$ cat src/rtl/aska_spi_cfg_slave_pkg.sv
// rtl/aska_spi_cfg_slave_pkg.sv - shared constants for the ASKA SPI configuration slave
package aska_spi_cfg_slave_pkg;

    localparam int BITCNT_W    = 6;
    localparam int RD_FLAG_BIT = 7;
    localparam logic [BITCNT_W-1:0] FRAME_BITS = 6'd40;

    localparam logic [1:0] ADDR_CONF0 = 2'd0;
    localparam logic [1:0] ADDR_CONF1 = 2'd1;
    localparam logic [1:0] ADDR_ELE1  = 2'd2;
    localparam logic [1:0] ADDR_ELE2  = 2'd3;

    localparam logic [1:0] ST_IDLE = 2'd0;
    localparam logic [1:0] ST_ADDR = 2'd1;
    localparam logic [1:0] ST_DATA = 2'd2;
    localparam logic [1:0] ST_FULL = 2'd3;

    localparam int CONF0_FREQ_LSB  = 0;
    localparam int CONF0_AMP_LSB   = 12;
    localparam int CONF0_RAMP_LSB  = 18;
    localparam int CONF0_ON_LSB    = 24;
    localparam int CONF1_RF_LSB    = 0;
    localparam int CONF1_OFF_LSB   = 10;
    localparam int CONF1_EN_BIT    = 20;
    localparam int CONF1_PHASE_LSB = 21;

    // Bit counter stops at a full frame so long frames cannot wrap back into range.
    function automatic logic [BITCNT_W-1:0] bitcnt_inc(input logic [BITCNT_W-1:0] c);
        return (c == FRAME_BITS) ? c : c + BITCNT_W'(1);
    endfunction

endpackage

$ cat src/rtl/spi_sync_edge.sv
// rtl/spi_sync_edge.sv - multi-stage pin synchronizer with rise/fall pulses
module spi_sync_edge #(
    parameter int STAGES = 2
) (
    input  logic clk,
    input  logic reset,
    input  logic din,
    output logic dout,
    output logic rise,
    output logic fall
);

    logic [STAGES-1:0] sync;
    logic              prev;

    always_ff @(posedge clk) begin
        if (reset) begin
            sync <= '0;
            prev <= 1'b0;
        end else begin
            sync <= {sync[STAGES-2:0], din};
            prev <= sync[STAGES-1];
        end
    end

    assign dout = sync[STAGES-1];
    assign rise = dout & ~prev;
    assign fall = ~dout & prev;

endmodule

$ cat src/rtl/aska_spi_cfg_slave.sv
// rtl/aska_spi_cfg_slave.sv - SPI mode-0 slave decoding 40-bit frames into the ASKA config registers
module aska_spi_cfg_slave
    import aska_spi_cfg_slave_pkg::*;
#(
    parameter int SYNC_STAGES = 2,
    parameter int ADDR_W      = 8,
    parameter int DATA_W      = 32,
    parameter int NUM_REGS    = 4
) (
    input  logic              clk,
    input  logic              reset,
    input  logic              spi_clk,
    input  logic              spi_mosi,
    input  logic              spi_cs,
    output logic              spi_miso,
    output logic              spi_miso_oe,
    output logic [DATA_W-1:0] conf0,
    output logic [DATA_W-1:0] conf1,
    output logic [DATA_W-1:0] ele1,
    output logic [DATA_W-1:0] ele2,
    output logic              wr_strobe,
    output logic [1:0]        wr_addr,
    output logic              frame_err
);

    localparam logic [BITCNT_W-1:0] ADDR_LAST  = BITCNT_W'(ADDR_W - 1);
    localparam logic [BITCNT_W-1:0] ADDR_DONE  = BITCNT_W'(ADDR_W);
    localparam logic [BITCNT_W-1:0] FRAME_LAST = BITCNT_W'(ADDR_W + DATA_W - 1);
    localparam logic [ADDR_W-2:0]   NUM_REGS_A = (ADDR_W-1)'(NUM_REGS);

    logic sclk_s, sclk_rise, sclk_fall;
    logic cs_s, cs_rise, cs_fall;
    logic mosi_s, mosi_rise_unused, mosi_fall_unused;

    spi_sync_edge #(.STAGES(SYNC_STAGES)) u_sync_sclk (
        .clk(clk), .reset(reset), .din(spi_clk),
        .dout(sclk_s), .rise(sclk_rise), .fall(sclk_fall)
    );
    spi_sync_edge #(.STAGES(SYNC_STAGES)) u_sync_cs (
        .clk(clk), .reset(reset), .din(spi_cs),
        .dout(cs_s), .rise(cs_rise), .fall(cs_fall)
    );
    spi_sync_edge #(.STAGES(SYNC_STAGES)) u_sync_mosi (
        .clk(clk), .reset(reset), .din(spi_mosi),
        .dout(mosi_s), .rise(mosi_rise_unused), .fall(mosi_fall_unused)
    );

    logic [1:0]          state;
    logic                armed;
    logic                overrun;
    logic [BITCNT_W-1:0] bitcnt;
    logic [ADDR_W-1:0]   addr;
    logic [ADDR_W-1:0]   addr_next;
    logic [DATA_W-1:0]   shift;
    logic [DATA_W-1:0]   shadow;
    logic [DATA_W-1:0]   regs [NUM_REGS];
    logic                rd_active;
    logic                frame_ok;

    // The address is shifted through the low bits of the data register, so its last bit comes from MOSI directly.
    assign addr_next = {shift[ADDR_W-2:0], mosi_s};
    assign rd_active = (state == ST_DATA) && addr[RD_FLAG_BIT];
    assign frame_ok  = (state == ST_FULL) && !overrun && (addr[ADDR_W-2:0] < NUM_REGS_A);

    always_ff @(posedge clk) begin
        if (reset) begin
            state     <= ST_IDLE;
            armed     <= 1'b0;
            overrun   <= 1'b0;
            bitcnt    <= '0;
            addr      <= '0;
            shift     <= '0;
            shadow    <= '0;
            wr_strobe <= 1'b0;
            wr_addr   <= '0;
            frame_err <= 1'b0;
            for (int i = 0; i < NUM_REGS; i++) regs[i] <= '0;
        end else begin
            wr_strobe <= 1'b0;
            frame_err <= 1'b0;
            if (cs_s) armed <= 1'b1;
            if (state == ST_IDLE) begin
                if (cs_fall && armed) begin
                    state   <= ST_ADDR;
                    shift   <= '0;
                    bitcnt  <= '0;
                    overrun <= 1'b0;
                end
            end else if (cs_rise) begin
                state <= ST_IDLE;
                if (frame_ok && !addr[RD_FLAG_BIT]) begin
                    regs[addr[1:0]] <= shift;
                    wr_strobe       <= 1'b1;
                    wr_addr         <= addr[1:0];
                end else if (!frame_ok) begin
                    frame_err <= 1'b1;
                end
            end else if (sclk_rise) begin
                bitcnt <= bitcnt_inc(bitcnt);
                if (state == ST_FULL) begin
                    overrun <= 1'b1;
                end else begin
                    shift <= {shift[DATA_W-2:0], mosi_s};
                    if (state == ST_ADDR && bitcnt == ADDR_LAST) begin
                        state <= ST_DATA;
                        addr  <= addr_next;
                        if (addr_next[RD_FLAG_BIT]) shadow <= regs[addr_next[1:0]];
                    end
                    if (state == ST_DATA && bitcnt == FRAME_LAST) state <= ST_FULL;
                end
            end else if (sclk_fall && rd_active && bitcnt != ADDR_DONE) begin
                // The fall right after the last address bit must not shift: the host has not sampled bit 31 yet.
                shadow <= {shadow[DATA_W-2:0], 1'b0};
            end
        end
    end

    assign spi_miso    = rd_active ? shadow[DATA_W-1] : 1'b0;
    assign spi_miso_oe = armed & ~cs_s;
    assign conf0       = regs[ADDR_CONF0];
    assign conf1       = regs[ADDR_CONF1];
    assign ele1        = regs[ADDR_ELE1];
    assign ele2        = regs[ADDR_ELE2];

endmodule

$ cat config.mk
export PLATFORM = sky130hd
export DESIGN_NAME = aska_spi_cfg_slave
export DESIGN_NICKNAME = d
export VERILOG_FILES = /design/src/rtl/aska_spi_cfg_slave_pkg.sv /design/src/rtl/spi_sync_edge.sv /design/src/rtl/aska_spi_cfg_slave.sv
export SDC_FILE = /design/constraint.sdc
export NUM_CORES = 1
export LEC_CHECK = 0
export BUFFER_PORTS_ARGS = -buffer_cell sky130_fd_sc_hd__buf_2
export CAP_MARGIN = 25
export CORE_MARGIN = 3
export CORE_UTILIZATION = 62
export DETAILED_ROUTE_END_ITERATION = 16
export PLACE_DENSITY = 0.85
export SYNTH_ARGS = -nofsm -noshare
export SYNTH_HDL_FRONTEND = slang
export SYNTH_SLANG_ARGS = --single-unit
$ cat constraint.sdc
create_clock -name clk -period 4.96 [get_ports clk]
set_input_delay 0.496 -clock clk [delete_from_list [all_inputs] [get_ports clk]]
set_output_delay 0.496 -clock clk [all_outputs]
set_load 0.01 [all_outputs]
### Word level (Yosys, flattened, before mapping)

Memories as Yosys holds them, arrays and structs flattened.
Index checks and enable logic that the tools add are counted.

| word-level totals | value |
|---|---|
| flip-flop bits (word level) | 94 |
| RAM bits | 128 |
| bits of input ports | 5 |
| output and inout port bits | 134 |
| word-level logic and storage cells | 110 |
| memories kept | 1 |

| cells by class | value |
|---|---|
| $add $sub $neg | 1 |
| magnitude comparators | 1 |
| equality and inequality tests | 15 |
| multiplexer cells | 39 |
| bitwise operators | 12 |
| reductions and logical operators | 26 |

Memories:

| memory | words | bits a word | read ports | clocked after memory_dff | wr ports | line | text |
|---|---|---|---|---|---|---|---|
| regs | 4 | 32 | 5 | 0 | 4 | aska_spi_cfg_slave.sv:56 | `logic [DATA_W-1:0] regs [NUM_REGS];` |

Operators with widths:

| operator | count |
|---|---|
| two-way mux 32 bit | 11 |
| OR reduction 32 bit | 1 |
| two-way mux 6 bit | 5 |
| two-way mux 2 bit | 8 |
| AND reduction 4 bit | 4 |
| two-way mux 1 bit | 15 |
| equality test 6 bit, second input constant | 2 |
| inequality test 2 x 1 -> 1 bit, second input constant | 5 |
| logical AND 1 bit | 9 |
| < comparator 7 x 3 -> 1 bit, second input constant | 1 |
| NOT 1 bit | 7 |
| adder 6 x 1 -> 6 bit, second input constant | 1 |
| equality test 6 x 3 -> 1 bit, second input constant | 1 |
| inequality test 6 x 4 -> 1 bit, second input constant | 1 |
| AND reduction 6 bit | 1 |
| nonzero test 2 bit | 3 |
| AND 1 bit | 5 |
| AND reduction 5 bit | 1 |
| equality test 2 bit, second input constant | 2 |
| inequality test 2 bit, second input constant | 2 |
| nonzero test 4 bit | 1 |
| OR reduction 4 bit | 1 |
| inequality test 3 x 2 -> 1 bit, second input constant | 1 |
| AND reduction 3 bit | 1 |
| 4 further kinds | 5 |

### Logic depth before layout (Yosys ltp)

| depth | value |
|---|---|
| depth in word-level cells | 11 |
| depth in mapped cells | 9 |
| depth with buffers taken out | 6 |

### By module

From an unflattened synthesis, not the netlist that was laid out.

| second synthesis, totals | value |
|---|---|
| cell total of the unflattened synthesis | 788 |
| area total of the unflattened synthesis | 9698.1 µm² |

Modules (own cells, without submodules):

| module | instances | cells an instance | area each (µm²) | seq. area each (µm²) |
|---|---|---|---|---|
| aska_spi_cfg_slave | 1 | 764 | 9424.0 | 5565.3 |
| spi_sync_edge | 3 | 8 | 91.3 | 60.1 |

### Worst setup path before layout

No wires, ideal clock.

| path | value |
|---|---|
| path kind | reg2reg |
| start | register state[0] |
| end | memory regs[3][0], enable pin |
| library setup time | 0.389 ns |
| data arrival time | 2.697 ns |
| data required time | 4.571 ns |
| setup slack | 1.873 ns |
| stages on the path, launching flop included | 8 |
| path buffers | 1 |
| period minus slack after synthesis | 3.087 ns |
| cell sequence | dfxtp_1 > inv_1 > ha_1 > clkbuf_1 > or3b_2 > nor4_1 > nand3_1 > nand2_1 |

RTL lines:

| item | line | text |
|---|---|---|
| start: declaration | aska_spi_cfg_slave.sv:48 | `logic [1:0] state;` |
| start signal: assignment | aska_spi_cfg_slave.sv:67 | `state <= ST_IDLE;` |
| start signal: assignment | aska_spi_cfg_slave.sv:84 | `state <= ST_ADDR;` |
| start signal: assignment | aska_spi_cfg_slave.sv:90 | `state <= ST_IDLE;` |
| end: declaration | aska_spi_cfg_slave.sv:56 |  |

### Worst setup path after layout

| path | value |
|---|---|
| start | register state[1] |
| end | register shadow[26] |

| on the way | value |
|---|---|
| longest elaborated chain between the ends | 6 |
| elaborated cells between the ends (all ways) | 13 |
| those cells by class | eq/ne (5); bitwise (1); reduce/logical (7) |

Ends and longest elaborated chain:

| item | line | text |
|---|---|---|
| equality test 2 bit | aska_spi_cfg_slave.sv:62 | `assign rd_active = (state == ST_DATA) && addr[RD_FLAG_BIT];` |
| logical AND 1 bit | aska_spi_cfg_slave.sv:62 |  |
| logical AND 1 bit (2 in series) | aska_spi_cfg_slave.sv:111 | `end else if (sclk_fall && rd_active && bitcnt != ADDR_DONE) begin` |
| nonzero test 2 bit (no source line) | n/a |  |
| AND reduction 6 bit (no source line) * | n/a |  |
| end signal: assignment | aska_spi_cfg_slave.sv:107 | `if (addr_next[RD_FLAG_BIT]) shadow <= regs[addr_next[1:0]];` |
| end signal: assignment | aska_spi_cfg_slave.sv:113 | `shadow <= {shadow[DATA_W-2:0], 1'b0};` |
| end: declaration | aska_spi_cfg_slave.sv:55 | `logic [DATA_W-1:0] shadow;` |

Every way passes the cells marked *; elsewhere a longest branch is shown, timed or not.
A chain may end at the register's enable or synchronous reset.

==> impl_metrics.csv <==
group,metric,value,unit
detailed_routing,viasPerCell,5.78,
sta,hold_viol_final,0,
detailed_routing,drcViolationCount,0,
setup_path,critPathKind,"reg -> reg",
min_path,holdPathStages,2,
synthesis,async_reset_ff_frac,0,
synthesis,yosysWarnings,0,
placed_design,dp.cells,1104,
final_layout,nets,930,
detailed_routing,drt_pass1_iterations,5,
sta,fin_hold_ws,0.204,ns
setup_path,startpoint_type,"register",
clock_network,cts-htree-levels,1,
final_layout,finalNonFillerCells,1145,
floorplanning,die-area,17500,um2
clock_network,cts_num_sinks,222,
flow_run,maxCapViolCount,0,
setup_path,worst_path_largest_cell_delay,0.90,ns
synthesis,synth-seq-area-share,0.578,
floorplanning,die_h,132,um
sta,fin_skew,0.00842,ns
setup_path,cp.arrival,3.82,ns
sta,fin_tns_setup,0,ns
synthesis,synth_top_area_cell,"edfxtp_1",
synthesis,synth_edf_count,128,
setup_path,worstReg2RegStart,"state[1]$_SDFFE_PP0P_",
synthesis,synth.distinct_cells,48,
detailed_routing,drt-total-wl,21.7,mm
detailed_routing,avgRoutedWirePerCell,18.9,um
clock_network,ctsRootBufferMaster,"clkbuf_16",
sta,slew_headroom,0.304,
clock_network,numCtsBuffers,22,
setup_path,worst_r2r_endpoint,"shadow[26]$_SDFFE_PP0P_",
global_route,grt_max_degree,121,
final_layout,diodes,0,
detailed_routing,via_count,6618,
sta,rsz0062_at_grt,"false",
setup_path,rrSetupSlack,1.53,ns
power_and_ir_drop,ir_worst_vdd,295,uV
sta,worstMarginPinSlew,1.04,ns
sta,finalMaxSlewViolations,0,
final_layout,syn2layout_area_growth,15.9,%
synthesis,netlist_instances,801,
setup_path,crit_path_end_kind,"register",
floorplanning,io_pins,139,
final_layout,drive_gt1_frac,0.279,
global_route,grt_usage,0.245,
power_and_ir_drop,powerDensity,339,nW/um2
synthesis,ys_top_cells_by_area,"edfxtp_1 39%, dfxtp_1 19%, and2_1 8.1%, mux4_2 7.3%, mux2i_1 6.6%",
synthesis,synth-seq-cells,222,
sta,setup_violations,0,
clock_network,tritoncts,"done",
sta,period_needed,3.43,ns
min_path,min_path_type,"in -> reg",
sta,clock.fmax,292,MHz
detailed_routing,antenna_left,0,
final_layout,final_cell_mix,"138 x buf_2, 128 x and2_1, 128 x edfxtp_1",
floorplanning,core-area,15400,um2
setup_path,worstPathRequired,5.35,ns
min_path,worstHoldStart,"spi_cs",
setup_path,crit_chain,"inv_1 > ha_1 > clkinv_1 > nand2_1 > a211o_2 > mux2_2",
min_path,worstHoldEndpoint,"u_sync_cs.sync[0]$_SDFF_PP0_",
clock_network,clockBufferDepth,3,
sta,timing.final.crit_share,0.691,
clock_network,cts_setup_buffers,0,
final_layout,final_common_cell,"buf_2",
placed_design,portBuffers,138,
global_route,grt_pass1_vias,6572,
floorplanning,start_util,0.642,
placed_design,gp_congestion,0.929,
floorplanning,row_count,45,
global_route,antenna_found_initial,0,
synthesis,yosysTopAreaCellShare,0.388,
synthesis,ys.flop_type,"edfxtp_1",
placed_design,dp_hpwl,13.5,mm
clock_network,cts_resized,0,
setup_path,cp_num_buf_inv,2,
outcome,outcome,"finished clean",
setup_path,slowest_stage,"clkinv_1",
detailed_routing,drt-initial-drc-count,494,
clock_network,cts_hold_repair.buffers,0,
clock_network,path_clk_slew,0.06,ns
clock_network,clkLatencyLatePin,0.50,ns
global_route,gr-total-overflow,0,
setup_path,critPathMaxFanout,36,
synthesis,netlist_area,9900,um2
power_and_ir_drop,power.leakage,4.36,nW
setup_path,cp_top_family,"buffers and inverters",
global_route,grt_first_pass_wirelength,34.8,mm
synthesis,syn_nets,813,
synthesis,synth_area_per_cell,12.4,um2
final_layout,fillerInstances,1016,
floorplanning,die_w,132,um
setup_path,worstRegToRegCells,6,
## state kept, by name, summed over array words and instances (netlist names)
register,count
wr_addr,2
u_sync_sclk.prev,1
addr,8
wr_strobe,1
shadow,32
bitcnt,6
state,2
u_sync_cs.sync,2
regs,128
u_sync_sclk.sync,2
shift,32
overrun,1
u_sync_mosi.sync,2
u_sync_cs.prev,1
frame_err,1
armed,1
## Yosys cell counts, types with 2 or more instances
master      n
a21boi_0    2
a21oi_1    21
and2_1    128
and3b_1     3
and4b_1     2
buf_1       4
buf_2       6
buf_4       3
clkbuf_1   33
clkbuf_2    9
dfxtp_1    94
edfxtp_1  128
ha_1        7
inv_1       6
mux2_2     32
mux2i_1    65
mux4_2     32
nand2_1   105
nand2b_1    2
nand3_1    48
nand3b_1    2
nor2_1      9
nor2b_1    16
nor3_1      3
o21ai_0     9
or2_2       3
or3_1       6
or3b_2      3
## worst max-delay path by stage
stage / start / to / depth (start not counted)
floorplan: state[0]$_SDFFE_PP0P_ / regs[3][0]$_DFFE_PP_ / 7
global placement: state[0]$_SDFFE_PP0P_ / shadow[25]$_SDFFE_PP0P_ / 6
detailed placement: state[0]$_SDFFE_PP0P_ / shadow[26]$_SDFFE_PP0P_ / 6
CTS: state[0]$_SDFFE_PP0P_ / shadow[26]$_SDFFE_PP0P_ / 6
global route: state[0]$_SDFFE_PP0P_ / shadow[30]$_SDFFE_PP0P_ / 6
finish: state[1]$_SDFFE_PP0P_ / shadow[26]$_SDFFE_PP0P_ / 6
## metal layers
metal  vias to the layer above  global-route usage  part of all wire
met1                      3260               0.323              0.42
met4                         0              0.0797             0.021
met2                       244               0.421              0.50
met5                         -                   0                 0
li1                       3076                   -                 -
met3                        38              0.0355             0.062
## through the flow
| step | worst slack, ns | instance area (um2) | util | power (mW) |
|---|---|---|---|---|
| after CTS | 1.55 | 11400 | 0.742 | 3.91 |
| after floorplan | 1.87 | 9900 | - | 2.17 |
| after global routing | 1.29 | 11500 | 0.743 | 3.99 |
| after detailed placement | 1.56 | 10700 | 0.694 | 2.25 |
| after global placement | 1.62 | 10700 | 0.694 | 2.25 |
| final | 1.53 | 11500 | 0.743 | 3.89 |
## logic make-up after synthesis
logic type                 count (synthesis)  share of synthesized area
adders and majority gates                  7                    0.00885
buffers and inverters                     62                     0.0265
AOI/OAI and AO/OA                         40                     0.0234
DFF                                      222                      0.578
and+or+nand+nor                          341                      0.188
muxes                                    129                      0.175
## power by group
part | total [mW] | switching, mW | internal [mW]
registers | 2.03 | 0.0318 | 2.00
logic | 0.187 | 0.112 | 0.0756
clock network | 1.67 | 0.670 | 1.00
total | 3.89 | 0.813 | 3.08
## area by class of cell
cell class,instances,area [um2],share of cell area
multi-input cells,517,3930,0.343
flip-flops and latches,222,5730,0.499
inverters,7,28.8,0.00251
well taps,211,264,0.0230
clock inverters,12,135,0.0118
repair buffers,148,786,0.0685
clock buffers,28,594,0.0518
No activity file was read; power rests on OpenSTA's default activity.
